==> config.mk <==
export PLATFORM = sky130hd
export DESIGN_NAME = bcd_seg7_display
export DESIGN_NICKNAME = d
export VERILOG_FILES = /design/src/rtl/bcd_seg7_display.sv
export SDC_FILE = /design/constraint.sdc
export NUM_CORES = 1
export LEC_CHECK = 0
export ABC_AREA = 1
export CORE_MARGIN = 8
export CORE_UTILIZATION = 38
export CTS_BUF_LIST = sky130_fd_sc_hd__clkbuf_8
export CTS_CLUSTER_SIZE = 12
export DETAILED_ROUTE_END_ITERATION = 12
export HOLD_SLACK_MARGIN = 0.02
export PLACE_DENSITY_LB_ADDON = 0.25
export SLEW_MARGIN = 10
export SYNTH_ARGS = -nofsm -noshare
export SYNTH_HDL_FRONTEND = slang
export SYNTH_SLANG_ARGS = --single-unit
==> constraint.sdc <==
create_clock -name clk -period 3.05 [get_ports clk]
set_clock_uncertainty 0.05 [all_clocks]
set_input_delay 0.61 -clock clk [delete_from_list [all_inputs] [get_ports clk]]
set_output_delay 0.61 -clock clk [all_outputs]
set_load 0.02 [all_outputs]
==> src/rtl/bcd_seg7_display.sv <==
// bcd_seg7_display: sequential binary-to-BCD converter driving 7-segment displays.
// Uses iterative double-dabble, one add-3/shift step per clock.
// The converted digits, overflow flag and segment patterns are registered.
// They update only on the final shift edge and hold until the next result.
// Optional feature: define BCD_SEG7_BLANK_ZERO_EN for leading-zero blanking.
// Segment bit order per digit is {g,f,e,d,c,b,a}.
module bcd_seg7_display #(
    parameter int WIDTH          = 16,
    parameter int DIGITS         = 5,
    parameter int SEG_ACTIVE_LOW = 0
) (
    input  logic                  clk,
    input  logic                  rst_n,
    input  logic                  load,
    input  logic [WIDTH-1:0]      value,
    output logic                  busy,
    output logic                  done,
    output logic                  overflow,
    output logic [4*DIGITS-1:0]   bcd,
    output logic [7*DIGITS-1:0]   seg
);

    localparam int BW = 4 * DIGITS;
    localparam int SW = 7 * DIGITS;
    localparam int CW = $clog2(WIDTH + 1);
    localparam logic [CW-1:0] LAST_COUNT = CW'(WIDTH - 1);
    localparam logic [SW-1:0] SEG_OFF = (SEG_ACTIVE_LOW != 0) ? {SW{1'b1}} : {SW{1'b0}};

    typedef enum logic {IDLE, SHIFT} state_t;

    state_t          state;
    state_t          state_next;
    logic [WIDTH-1:0] operand;
    logic [WIDTH-1:0] operand_shifted;
    logic [BW-1:0]   scratch;
    logic [BW-1:0]   adjusted;
    logic [BW-1:0]   scratch_shifted;
    logic            scratch_ovf;
    logic            ovf_next;
    logic [CW-1:0]   count;
    logic            last_shift;
    logic [SW-1:0]   seg_next;
    logic [3:0]      digit;
    logic [6:0]      pattern;
`ifdef BCD_SEG7_BLANK_ZERO_EN
    logic            higher_nz;
`endif

    // Active-high pattern for one BCD digit; impossible codes 10..15 show blank.
    function automatic logic [6:0] decode(input logic [3:0] d);
        case (d)
            4'd0:    decode = 7'h3F;
            4'd1:    decode = 7'h06;
            4'd2:    decode = 7'h5B;
            4'd3:    decode = 7'h4F;
            4'd4:    decode = 7'h66;
            4'd5:    decode = 7'h6D;
            4'd6:    decode = 7'h7D;
            4'd7:    decode = 7'h07;
            4'd8:    decode = 7'h7F;
            4'd9:    decode = 7'h6F;
            default: decode = 7'h00;
        endcase
    endfunction

    // State register; reset aborts any conversion in progress.
    always_ff @(posedge clk or negedge rst_n) begin
        if (!rst_n) state <= IDLE;
        else        state <= state_next;
    end

    // Next state: accept load only when idle, return after WIDTH shifts.
    always_comb begin
        state_next = state;
        case (state)
            IDLE:    if (load) state_next = SHIFT;
            SHIFT:   if (last_shift) state_next = IDLE;
            default: state_next = IDLE;
        endcase
    end

    // FSM outputs: busy during shifting, flag the edge that completes the result.
    always_comb begin
        busy       = (state == SHIFT);
        last_shift = (state == SHIFT) && (count == LAST_COUNT);
    end

    // One double-dabble step: add 3 to digits >= 5, then shift scratch:operand left.
    always_comb begin
        adjusted = scratch;
        for (int k = 0; k < DIGITS; k++) begin
            if (scratch[4*k +: 4] >= 4'd5) adjusted[4*k +: 4] = scratch[4*k +: 4] + 4'd3;
        end
        scratch_shifted = {adjusted[BW-2:0], operand[WIDTH-1]};
        operand_shifted = operand << 1;
        ovf_next        = scratch_ovf | adjusted[BW-1];
    end

    // Segment patterns for the result about to be registered (dashes on overflow).
    always_comb begin
        seg_next = '0;
        digit    = '0;
        pattern  = '0;
`ifdef BCD_SEG7_BLANK_ZERO_EN
        higher_nz = 1'b0;
`endif
        for (int k = DIGITS - 1; k >= 0; k--) begin
            digit   = scratch_shifted[4*k +: 4];
            pattern = decode(digit);
            if (ovf_next) pattern = 7'h40;
`ifdef BCD_SEG7_BLANK_ZERO_EN
            else if ((k != 0) && !higher_nz && (digit == 4'd0)) pattern = 7'h00;
            if (digit != 4'd0) higher_nz = 1'b1;
`endif
            seg_next[7*k +: 7] = (SEG_ACTIVE_LOW != 0) ? ~pattern : pattern;
        end
    end

    // Conversion datapath: latch operand on accept, step once per SHIFT cycle.
    always_ff @(posedge clk or negedge rst_n) begin
        if (!rst_n) begin
            operand     <= '0;
            scratch     <= '0;
            scratch_ovf <= 1'b0;
            count       <= '0;
        end else begin
            case (state)
                IDLE: begin
                    if (load) begin
                        operand     <= value;
                        scratch     <= '0;
                        scratch_ovf <= 1'b0;
                        count       <= '0;
                    end
                end
                SHIFT: begin
                    operand     <= operand_shifted;
                    scratch     <= scratch_shifted;
                    scratch_ovf <= ovf_next;
                    count       <= count + 1'b1;
                end
                default: ;
            endcase
        end
    end

    // Result registers: update only on the final shift edge, pulse done after it.
    always_ff @(posedge clk or negedge rst_n) begin
        if (!rst_n) begin
            done     <= 1'b0;
            overflow <= 1'b0;
            bcd      <= '0;
            seg      <= SEG_OFF;
        end else begin
            done <= last_shift;
            if (last_shift) begin
                bcd      <= scratch_shifted;
                overflow <= ovf_next;
                seg      <= seg_next;
            end
        end
    end

endmodule

==> impl_metrics.yaml, run 1 <==
status:
  outcome: "finished, final reports clean"
worst_setup_path:
  critical_path.max_stage_delay_ns: 0.81
  crit_path_end_kind: "output pin"
  worstPathCellList: "clkdlybuf4s50_1"
  arrival_ns: 1.94
  crit_required_ns: 2.39
  path_max_fanout: 22
  worst_path_max_delay_cell: "dfrtp_1"
  crit_buf_inv: 1
  crit_family: "flip-flops"
  worst-setup-path-type: "reg2out"
  cp-start-kind: "flop"
finish:
  fin_area_um2: 6251
  final_layout_size_suffix_gt1_share_pct: 8.104
  nets: 733
  fill_cells: 1280
  antenna-diode-count: 0
  area_growth_syn_to_layout_pct: 22.66
  final-seq-area_um2: 2502
  fin_util_pct: 47.39
  multiInputGateArea_um2: 2265
logic_synthesis:
  synth_compound_area_share_pct: 11.42
  seq_area_frac_synth_pct: 49.10
  yosysUniqueCellTypes: 32
  synthMuxAreaShare_pct: 0
  synth_top_family_by_area: "simple AND/OR/NAND/NOR gates"
  synth-simple-area-share_pct: 25.39
  syn_avg_cell_area_um2: 8.313
  syn_inst: 613
  synth_area_um2: 5096
  synth_warnings: 0
  yosys-top-cells-area: "dfrtp_1 (49%), nand2_1 (16%), ha_1 (6.9%), inv_1 (4.5%), o21ai_0 (4.3%)"
  synth_largest_area_cell: "dfrtp_1"
  synthXorXnorAreaFrac_pct: 0.7120
  synthAdderAreaFrac_pct: 6.875
  syn_nets: 660
  yosysTopAreaCellShare_pct: 49.10
  ys_ff_latch: 100
floorplan:
  die_area_um2: 17370
  num_rows: 42
  initial_utilization_pct: 38.64
  fp.dieW_um: 131.8
  top_level_ports: 77
  core_um2: 13190
  fp.dieH_um: 131.8
route:
  drt_wl_total_mm: 12.10
  drc: 0
  wire_per_inst_um: 13.96
  vias: 4262
  dr.pass1.iters: 4
  first_iter_violations: 259
  vias_per_cell: 4.916
  antenna_left: 0
global_route:
  grt_pass1_vias: 4225
  gr-usage-met1_pct: 16.98
  grt_overflow: 0
  antenna_found_initial: 0
  grt_use_met2_pct: 23.37
  grt_max_degree: 78
  grt-busiest-layer: "met2"
  grt.met3_usage_pct: 3.011
  gr-usage-all-layers_pct: 14.06
  grt_pass1_wl_mm: 20.24
clock_tree:
  insertion_delay_ns: 0.38
  cts.clk_slew.worst_paths_ns: 0.09
  ctsHoldBuffers: 0
  root_buffer: "clkbuf_8"
  postCtsSetupBuffers: 0
  clock_sinks: 100
  cts_buffer_depth: 2
  cts.repair.resized: 0
  cts_buffers: 9
  cts_tree: "done"
  htreeDepth: 3
pwr:
  power.density_nw_per_um2: 1215
  p_total_mw: 7.598
  peakVddDrop_v: 0.0004302
  leakagePower_nw: 3.125
timing:
  worst_pin_slew_ns: 0.7485
  rsz0062_at_grt: "no"
  slew_violations: 0
  finalSetupViolCount: 0
  fmax_mhz: 385.1
  setup_ws_ns: 0.4533
  fin_tns_setup_ns: 0
  relSlewSlack_pct: 50.05
  hold_viol: 0
  fin_crit_ns: 2.597
  fin_crit_sh_pct: 85.14
place:
  place_ws_ns: 0.7332
  gp_congestion: 0.7805
  place_area_um2: 6035
  portBuffers: 76
  dp_hpwl_mm: 8.697
job:
  maxCapViolations: 0
hold_path:
  holdCritPathClass: "in2async"
-- state kept, by name, summed over array words and instances, names as in the netlist --
signal,cells
scratch_ovf,1
count,5
bcd,20
seg,35
operand,16
overflow,1
scratch,20
busy,1
done,1
-- cell families (layout without fill, tap and decap cells) --
kind of cell | count (synthesis) | in the layout
AOI/OAI and AO/OA | 101 | 101
xor gates and xnor gates | 2 | 2
adders and majority gates | 28 | 28
buffers and inverters | 84 | 162
DFF | 100 | 100
and+or+nand+nor | 298 | 298
-- cells in the mapped netlist (all sizes together) --
master	number
nand2	229
dfrtp	100
inv	67
o21ai	54
nand3	38
ha	28
o22ai	21
nor2	19
buf	12
a21oi	11
a22oi	11
nand4	7
clkbuf	5
nor3	3
o211ai	3
xor2	2
a22o	1
and2	1
or2	1
-- cell type report --
| cell class | instances | share of cell area, % |
|---|---|---|
| sequential | 100 | 40.03 |
| multi-input combinational | 429 | 36.23 |
| timing repair buffer | 79 | 12.69 |
| inverter | 67 | 4.063 |
| tap | 176 | 3.523 |
| clock buffer | 10 | 2.202 |
| clock inverter | 6 | 1.261 |
-- report_power, final --
part	switching (mW)	internal (mW)	leakage, nW	total (mW)
registers	0.377	1.87	1.29	2.25
clock network	0.451	0.477	0.117	0.928
logic	2.79	1.63	1.72	4.42
total	3.62	3.98	3.13	7.60
-- through the flow --
step,hold WS [ns],instances
after floorplan,0.2644,613
after global placement,0.4167,851
after detailed placement,0.4168,851
after CTS,0.1563,867
after global routing,0.1790,867
final,0.1458,867
-- final timing paths --
check	endpoint	start	cells after the start	slack, ns
max in group asynchronous	bcd[2]	rst_n	2	2.11
min	seg[29]	rst_n	1	0.15
min reg2reg	seg[10]	seg[10]	2	0.44
max	busy	busy	1	0.45
max reg2reg	seg[14]	count[0]	11	0.83
min in group clk	seg[10]	seg[10]	2	0.44
-- layer usage --
metal / routed length [um] / vias up
li1: - / 2133
met1: 5593 / 2042
met2: 5789 / 70
met3: 453 / 17
met4: 267 / 0
met5: 0 / -
-- placed cells by master (no fill, tap or decap), types with 2 or more instances in the layout --
cell | Yosys | layout
nand2_1 | 213 | 212
nor2_4 | 2 | 2
nor2_1 | 16 | 16
o21ai_1 | 9 | 9
inv_1 | 61 | 62
clkbuf_8 | 0 | 10
clkinv_2 | 0 | 3
a21oi_2 | 2 | 2
a21oi_1 | 9 | 9
inv_2 | 5 | 5
nand4_1 | 6 | 6
bufinv_16 | 0 | 2
buf_4 | 0 | 3
dfrtp_1 | 100 | 100
o21ai_0 | 44 | 44
nand3_2 | 5 | 5
clkdlybuf4s50_1 | 0 | 75
nor3_1 | 3 | 3
nand3_1 | 32 | 32
a22oi_1 | 11 | 11
ha_1 | 28 | 28
o211ai_1 | 3 | 3
nand2_2 | 16 | 17
o22ai_1 | 21 | 21
(Power assumes the default switching activity.)
==> run 2, diff against run 1 <==
--- a/config.mk
+++ b/config.mk
@@ -9,7 +9,7 @@
 export CORE_MARGIN = 8
 export CORE_UTILIZATION = 38
 export CTS_BUF_LIST = sky130_fd_sc_hd__clkbuf_8
-export CTS_CLUSTER_SIZE = 12
+export CTS_CLUSTER_SIZE = 25
 export DETAILED_ROUTE_END_ITERATION = 12
 export HOLD_SLACK_MARGIN = 0.02
 export PLACE_DENSITY_LB_ADDON = 0.25
==> results of run 2 <==
Final layout, timing and power as in run 1 (identical DEF).
